### src/rtl/button_debounce_sync_pkg.sv
// Shared types and constants for the button debouncer: FSM state encoding and the
// default stability window for the 100 MHz board clock.
package button_debounce_sync_pkg;

  // 10 ms at 100 MHz.
  localparam int unsigned DefaultStableCount = 1_000_000;

  typedef enum logic [1:0] {
    StLow     = 2'b00,
    StRising  = 2'b01,
    StHigh    = 2'b11,
    StFalling = 2'b10
  } deb_state_e;

  // Debounced level carried by each state: the output only moves once a transition completes.
  function automatic logic state_level(deb_state_e st);
    return (st == StHigh) || (st == StFalling);
  endfunction

endpackage

### src/rtl/sync_2ff.sv
// Two-flop synchroniser for a single asynchronous bit; both flops clear on rst_ni.
module sync_2ff (
  input  logic clk_i,
  input  logic rst_ni,
  input  logic d_i,
  output logic q_o
);

  logic s1_q, s2_q;

  always_ff @(posedge clk_i or negedge rst_ni) begin
    if (!rst_ni) begin
      s1_q <= 1'b0;
      s2_q <= 1'b0;
    end else begin
      s1_q <= d_i;
      s2_q <= s1_q;
    end
  end

  assign q_o = s2_q;

endmodule

### src/rtl/button_debounce_sync.sv
// Debounces a raw asynchronous button into a clean clk_i-synchronous level plus a rise strobe.
// Optional DEBOUNCE_FALL_PULSE_EN adds a fall_o strobe on each completed 1->0 transition.
module button_debounce_sync
  import button_debounce_sync_pkg::*;
#(
  parameter int unsigned StableCount = DefaultStableCount
) (
  input  logic clk_i,
  input  logic rst_ni,
  input  logic in_i,
  output logic out_o,
  output logic rise_o
`ifdef DEBOUNCE_FALL_PULSE_EN
  ,
  output logic fall_o
`endif
);

  localparam int unsigned CntWidth = $clog2(StableCount + 1);
  localparam logic [CntWidth-1:0] CntOne  = CntWidth'(1);
  localparam logic [CntWidth-1:0] CntLast = CntWidth'(StableCount - 1);

  logic                in_sync;
  deb_state_e          state_q, state_d;
  logic [CntWidth-1:0] cnt_q, cnt_d;
  logic                rise_q, rise_d;

  sync_2ff u_sync (
    .clk_i  (clk_i),
    .rst_ni (rst_ni),
    .d_i    (in_i),
    .q_o    (in_sync)
  );

  always_comb begin
    state_d = state_q;
    cnt_d   = cnt_q;
    rise_d  = 1'b0;
    unique case (state_q)
      StLow: begin
        if (in_sync) begin
          // A one-cycle window completes on the first differing sample.
          if (StableCount == 1) begin
            state_d = StHigh;
            cnt_d   = '0;
            rise_d  = 1'b1;
          end else begin
            state_d = StRising;
            cnt_d   = CntOne;
          end
        end else begin
          cnt_d = '0;
        end
      end
      StRising: begin
        if (!in_sync) begin
          state_d = StLow;
          cnt_d   = '0;
        end else if (cnt_q == CntLast) begin
          state_d = StHigh;
          cnt_d   = '0;
          rise_d  = 1'b1;
        end else begin
          cnt_d = cnt_q + CntOne;
        end
      end
      StHigh: begin
        if (!in_sync) begin
          if (StableCount == 1) begin
            state_d = StLow;
            cnt_d   = '0;
          end else begin
            state_d = StFalling;
            cnt_d   = CntOne;
          end
        end else begin
          cnt_d = '0;
        end
      end
      StFalling: begin
        if (in_sync) begin
          state_d = StHigh;
          cnt_d   = '0;
        end else if (cnt_q == CntLast) begin
          state_d = StLow;
          cnt_d   = '0;
        end else begin
          cnt_d = cnt_q + CntOne;
        end
      end
      default: begin
        state_d = StLow;
        cnt_d   = '0;
      end
    endcase
  end

  always_ff @(posedge clk_i or negedge rst_ni) begin
    if (!rst_ni) begin
      state_q <= StLow;
      cnt_q   <= '0;
      rise_q  <= 1'b0;
    end else begin
      state_q <= state_d;
      cnt_q   <= cnt_d;
      rise_q  <= rise_d;
    end
  end

  assign out_o  = state_level(state_q);
  assign rise_o = rise_q;

`ifdef DEBOUNCE_FALL_PULSE_EN
  logic fall_q, fall_d;

  // Any completed release lands in StLow from one of the high-level states.
  assign fall_d = state_level(state_q) && (state_d == StLow);

  always_ff @(posedge clk_i or negedge rst_ni) begin
    if (!rst_ni) begin
      fall_q <= 1'b0;
    end else begin
      fall_q <= fall_d;
    end
  end

  assign fall_o = fall_q;
`endif

endmodule
### config.mk
export PLATFORM = sky130hd
export DESIGN_NAME = button_debounce_sync
export DESIGN_NICKNAME = d
export VERILOG_FILES = /design/src/rtl/button_debounce_sync_pkg.sv /design/src/rtl/sync_2ff.sv /design/src/rtl/button_debounce_sync.sv
export SDC_FILE = /design/constraint.sdc
export NUM_CORES = 1
export LEC_CHECK = 0
export CORE_MARGIN = 8
export CORE_UTILIZATION = 53
export DETAILED_ROUTE_END_ITERATION = 6
export PLACE_DENSITY_LB_ADDON = 0.2
export SYNTH_ARGS = -nofsm -noshare
export SYNTH_HDL_FRONTEND = slang
export SYNTH_SLANG_ARGS = --single-unit
### constraint.sdc
create_clock -name clk_i -period 1.7 [get_ports clk_i]
set_input_delay 0.34 -clock clk_i [delete_from_list [all_inputs] [get_ports clk_i]]
set_output_delay 0.34 -clock clk_i [all_outputs]
set_load 0.01 [all_outputs]
==> results_dict.tcl, run 1 <==
set metrics [dict create \
    num_io_pins 5 \
    grt_max_degree 26 \
    grt_pass1_vias 1242 \
    period_needed_ns 1.77 \
    skew_ns 0.00808 \
    worstSetupStartpointType "flip-flop" \
    cts_tree "done" \
    met2_length_um 1700 \
    layout-drive-gt1-share_pct 31.4 \
    layout_setup_ws_ns -0.0676 \
    rr_startpoint "state_q[1]" \
    power_mw 1.79 \
    dr_wl_met3_um 144 \
    track_usage_pct 16.6 \
    drt_wl_total_um 3360 \
    cp_slowest_cell "dfrtp_2" \
    outcome "complete, but fails checks" \
    initial_core_util_pct 55.4 \
    utilization_pct 72.2 \
    r2r-end "state_q[1]" \
    m1WireLength_um 1470 \
    ys_seq_elements 25 \
    reg2reg_slack_ns -0.07 \
    cts_hold_buf 0 \
    cts_max_path_buffers 2 \
    cts_buffers 3 \
    syn-cell-area_mm2 0.00136 \
    clkTransAtPathRegs_ns 0.14 \
    ys_seq_area_share_pct 46.0 \
    worstMarginPinSlew_ns 0.406 \
    drv_cap 0 \
    ys_types 36 \
    cp_top_family "flip-flops" \
    cts_root_buf "clkbuf_4" \
    gp_congestion 0.923 \
    h-tree-depth 1 \
    grt_pass1_wl_um 5780 \
    stdcell_count 205 \
    grt-ovfl-total 0 \
    endpoint_kind "flip-flop" \
    syn-mean-instance-area_um2 9.58 \
    rsz0062_at_grt "true" \
    syn-num-nets 150 \
    cp.required_ns 1.91 \
    cp.arrival_ns 1.98 \
    critical_path_class "reg2reg" \
    antenna_found_initial 0 \
    core_area_mm2 0.00245 \
    drtAntennaViolNets 0 \
    setup_viol 12 \
    synthCells 142 \
    hold_violations 0 \
    crit_path_max_incr_delay_ns 0.48 \
    antenna_cells 0 \
    cp_num_buf_inv 1 \
    nets 184 \
    period_share_pct 104 \
    dp_cells 195 \
    fp-row-count 18 \
    path_cells "ha_4 -> buf_6 -> mux2_4 -> o21ai_2 -> a31oi_1 -> or3_1" \
    n_fill_cell 166 \
    route.detailed.drc 0 \
    die_h_um 66.7 \
    dpl.hpwl_um 2300 \
    top_layer "met4" \
    wl_per_cell_um 16.4 \
    cts_sinks 25 \
    via_per_inst 5.99 \
    worstSkewPairLatency_ns 0.32 \
    violations "setup timing" \
    rr_worst_depth 6 \
    routed-via-count 1227 \
    cp_max_fo 4 \
    die_area_mm2 0.00444 \
    fp.dieW_um 66.7 \
    max-vdd-ir-drop_v 0.000894 \
    max_freq_mhz 566 \
    drt_first_pass_iters 5 \
    powerDensity_mw_per_mm2 1010 \
    p_leak_nw 0.750 \
    max_slew_margin_pct 72.7 \
    yosysWarnings 0 \
    drt-initial-drc-count 120 \
    hold_path_class "in2async" \
    areaGrowthSynthToFinish_pct 30.3 \
    portBuffers 4 \
    drv_slew 0 \
]
==> final cells by class <==
cell class	instances	area [um2]	area share, %
clock buffer	3	22.5	1.27
timing repair buffer	34	287	16.2
multi-input combinational	107	774	43.7
inverter	5	18.8	1.06
clock inverter	1	5.00	0.282
sequential	25	627	35.4
tap	30	37.5	2.12
==> how the worst max path moves through the flow <==
stage / startpoint / to / cells past startpoint
2_1_floorplan: cnt_q[0] / cnt_q[2] / 7
3_3_place_gp: state_q[0] / out_o / 4
3_5_place_dp: state_q[0] / out_o / 4
4_1_cts: cnt_q[7] / cnt_q[17] / 4
5_1_grt: cnt_q[0] / cnt_q[13] / 6
6_report: state_q[1] / state_q[1] / 6
==> through the flow <==
step	instance area (um2)	TNS (ns)	hold slack (ns)	worst slack, ns
2_1_floorplan	1390	0	0.0444	0.00968
3_3_place_gp	1620	-0.0396	0.336	-0.0319
3_5_place_dp	1620	-0.257	0.343	-0.119
4_1_cts	1720	0	0.358	0.00132
5_1_grt	1770	-1.86	0.379	-0.110
6_report	1770	-0.135	0.346	-0.0676
==> Yosys cell counts, drive strengths merged <==
| cell | instances | area, um2 |
|---|---|---|
| nor4b | 1 | 8.76 |
| o221ai | 1 | 8.76 |
| nor4 | 3 | 18.8 |
| o211ai | 2 | 20.0 |
| nand3 | 7 | 35.0 |
| nand2 | 11 | 41.3 |
| and3b | 1 | 8.76 |
| a31o | 1 | 8.76 |
| nor3b | 1 | 7.51 |
| xnor2 | 5 | 43.8 |
| clkbuf | 1 | 3.75 |
| or2 | 1 | 6.26 |
| a31oi | 1 | 6.26 |
| nor3 | 2 | 10.0 |
| o21ai | 6 | 30.0 |
| nand2b | 1 | 6.26 |
| a2111oi | 1 | 8.76 |
| or3 | 4 | 25.0 |
| nand4 | 7 | 50.1 |
| a21boi | 1 | 7.51 |
| and4 | 4 | 36.3 |
| nor2 | 16 | 60.1 |
| and2 | 1 | 6.26 |
| dfrtp | 25 | 626 |
| inv | 5 | 18.8 |
| mux2 | 1 | 11.3 |
| and3 | 3 | 18.8 |
| a21oi | 6 | 30.0 |
| buf | 4 | 20.0 |
| ha | 5 | 62.6 |
| o31ai | 3 | 22.5 |
| xor2 | 8 | 70.1 |
| or4 | 3 | 22.5 |
==> state kept, by name, summed over array words and instances, names as in the netlist <==
register and cells:
cnt_q 20, state_q 2, rise_o 1, u_sync.q_o 1, u_sync.s1_q 1
==> per-layer routing <==
metal / global-route usage [%] / up-vias
met4: 5.87 / 0
met1: 21.6 / 595
met5: 0 / -
met3: 3.52 / 8
met2: 26.5 / 45
li1: - / 579
==> logic make-up (layout without fill, tap and decap cells) <==
family / after synthesis / count (layout) / share of synthesized area, %
AO/OA/AOI/OAI: 22 / 22 / 10.5
adder cells (fa/ha/maj): 5 / 5 / 4.60
AND/OR/NAND/NOR: 66 / 66 / 26.6
XOR/XNOR: 13 / 13 / 8.37
flip-flops: 25 / 25 / 46.0
multiplexers: 1 / 1 / 0.828
buffers and inverters: 10 / 43 / 3.13
==> power by group <==
| part | switching [mW] | total (mW) | internal, mW |
|---|---|---|---|
| Clock | 0.181 | 0.269 | 0.0882 |
| Sequential | 0.0481 | 0.689 | 0.641 |
| Combinational | 0.414 | 0.833 | 0.419 |
==> placed cells by master (no fill, tap or decap), types with 2 or more instances in the layout <==
cell	Yosys	routed
o21ai_0	6	4
nor4_1	3	3
ha_4	0	2
and3_1	3	3
or4_1	3	3
clkdlybuf4s50_1	0	3
a21oi_1	6	6
xor2_1	8	8
clkbuf_4	0	3
nand2_1	11	11
xnor2_1	5	5
buf_4	0	27
o31ai_1	3	3
nand4_1	6	6
dfrtp_1	25	24
nor2_2	0	3
nand3_1	7	7
nor2_1	16	13
ha_2	0	3
or3_1	4	4
inv_1	5	4
and4_1	3	2
buf_6	0	3
==> repair_timing <==
item	4_1_cts	5_1_grt
setup buffers	5	1
pin swaps	4	5
endpoints found under the setup margin	15	23
gates resized for setup	17	13
No activity file was read; power rests on OpenSTA's default activity.
==> run 2, diff against run 1 <==
--- a/config.mk
+++ b/config.mk
@@ -5,7 +5,7 @@
 export SDC_FILE = /design/constraint.sdc
 export NUM_CORES = 1
 export LEC_CHECK = 0
-export CORE_MARGIN = 8
+export CORE_MARGIN = 5
 export CORE_UTILIZATION = 53
 export DETAILED_ROUTE_END_ITERATION = 6
 export PLACE_DENSITY_LB_ADDON = 0.2
==> run 2 against run 1 <==
The flow still finishes with violations (setup timing). Hold slack improved by 0.0081 ns. Sequential cell count did not move. Utilization rose by 3.6 points. Clock-buffer cell count rose by 1. Routed wire length rose by 3.9%. Critical path depth did not move. Largest power group unchanged. First-iteration DRC count fell by 49%. Sequential power rose by 3%. Combinational power rose by 16%. Non-clock buffer count fell by 2. Global-route usage rose by 2.0 points. Clock power barely moved. Largest cell class unchanged.
==> results_dict.tcl, run 2 (synthesis gave the netlist of run 1 again) <==
set metrics [dict create \
    outcome "complete, but fails checks" \
    violations "setup timing" \
    critical_path_class "reg2reg" \
    powerDensity_mw_per_mm2 1040 \
    num_io_pins 5 \
    hold_violations 0 \
    mostFrequentLayoutCells "23 x buf_4, 18 x dfrtp_1, 12 x nor2_1" \
    cp_slowest_cell "dfrtp_2" \
    hold_slack_ns 0.354 \
    max-vdd-ir-drop_v 0.000933 \
    die_h_um 60.7 \
    hold_path_class "in2async" \
    p_int_mw 1.23 \
    grt_pass1_vias 1146 \
    power_mw 1.94 \
    initial_core_util_pct 55.4 \
    drtAntennaViolNets 0 \
    dp_cells 190 \
    fin_area_mm2 0.00186 \
    drt_wl_total_um 3500 \
    cp.arrival_ns 2.00 \
    setup_viol 20 \
    routed-via-count 1255 \
    fp-row-count 18 \
    antenna_found_initial 0 \
    cts_sinks 25 \
    drt_first_pass_iters 4 \
    cp_max_fo 5 \
    tns_ns -0.756 \
    h-tree-depth 1 \
    drv_slew 0 \
    dpl.hpwl_um 2120 \
    fp.dieW_um 60.7 \
    path_cells "inv_1 -> ha_4 -> mux2_4 -> o21ai_1 -> a31oi_1 -> or3_1" \
    final_common_cell "buf_4" \
    worstMarginPinSlew_ns 0.332 \
    dp_slack_ns -0.0794 \
    track_usage_pct 18.7 \
    gp_congestion 0.856 \
    period_share_pct 105 \
    nets 182 \
    max_freq_mhz 560 \
    cts_max_path_buffers 2 \
    core_area_mm2 0.00245 \
    largest_reg_flops 20 \
    layout_setup_ws_ns -0.0860 \
    period_needed_ns 1.79 \
    rsz0062_at_grt "true" \
    p_comb_share_pct 49.7 \
    die_area_mm2 0.00368 \
    drt-initial-drc-count 61 \
    cts_root_buf "clkbuf_4" \
    cp.required_ns 1.91 \
    route.detailed.drc 0 \
    grt_pass1_wl_um 5180 \
    via_per_inst 6.18 \
    worstSkewPairLatency_ns 0.32 \
    p_clk_share_pct 13.8 \
    top_register "cnt_q" \
    worstSetupStartpointType "flip-flop" \
    largestRegisters "cnt_q (20), state_q (2)" \
    clkTransAtPathRegs_ns 0.14 \
    swShare_pct 36.9 \
    cts_tree "done" \
    p_seq_share_pct 36.5 \
    stdcell_count 203 \
    drv_cap 0 \
    dpl_cell_area_mm2 0.00159 \
    layout-drive-gt1-share_pct 37.6 \
    skew_ns 0.00894 \
    wl_per_cell_um 17.2 \
    utilization_pct 75.7 \
    cts_hold_buf 0 \
    portBuffers 4 \
    crit_path_max_incr_delay_ns 0.48 \
    grt_max_degree 26 \
    endpoint_kind "flip-flop" \
    max_slew_margin_pct 77.6 \
    grt-ovfl-total 0 \
    areaGrowthSynthToFinish_pct 36.7 \
    power_switching_mw 0.717 \
    antenna_cells 0 \
    cts_buffers 3 \
    n_fill_cell 152 \
    p_leak_nw 0.748 \
]
[run 2: changes by cell type in the layout (fill, tap and decap cells not counted), sizes merged]
cell / change
buf: -3
clkbuf: +2
clkinv: -1
[run 2: power by group through the flow]
| stage | logic [mW] | registers (mW) | clock network (mW) |
|---|---|---|---|
| detailed placement | 0.641 | 0.695 | 0 |
| global route | 1.03 | 0.713 | 0.301 |
| CTS | 0.682 | 0.685 | 0.271 |
| floorplan | 0.361 | 0.685 | 0 |
| finish | 0.965 | 0.709 | 0.269 |
| global placement | 0.621 | 0.689 | 0 |
[run 2: critical path, delay by kind of cell, from the launching register on]
| family | cells | cell delay, ns |
|---|---|---|
| AO/OA/AOI/OAI | 2 | 0.21 |
| buffers and inverters | 1 | 0.15 |
| AND/OR/NAND/NOR | 1 | 0.38 |
| multiplexers | 1 | 0.26 |
| flip-flops | 1 | 0.48 |
| adder cells (fa/ha/maj) | 1 | 0.19 |
[run 2: final cells by class]
class | instances | area (um2) | share of cell area, %
inverter | 5 | 18.8 | 1.01
clock buffer | 4 | 26.3 | 1.41
tap | 30 | 37.5 | 2.02
multi-input combinational | 107 | 850 | 45.7
sequential | 25 | 634 | 34.1
timing repair buffer | 32 | 293 | 15.7
[run 2: repair_timing]
item	CTS	global route
pin swaps	0	11
gates resized for setup	13	35
setup buffers	1	6
gates cloned	0	2
setup endpoints to repair	5	23
[run 2: path summary, 6_finish.rpt]
kind                            depth (start not counted)         end        start  slack, ns
worst max register to register                          6  state_q[1]   state_q[1]      -0.09
worst max-delay path                                    6  state_q[1]   state_q[1]      -0.09
worst min-delay path                                    2    cnt_q[3]       rst_ni       0.35
max in group asynchronous                               2    cnt_q[9]       rst_ni       1.08
worst min register to register                          0  u_sync.q_o  u_sync.s1_q       0.37
min in group clk_i                                      0  u_sync.q_o  u_sync.s1_q       0.37
[run 2: layer usage]
metal	up-vias	track usage [%]	share of wire, %
li1	576	-	-
met1	617	24.6	43
met2	47	31.3	50
met3	15	1.91	4.3
met4	0	7.74	2.5
met5	-	0	0
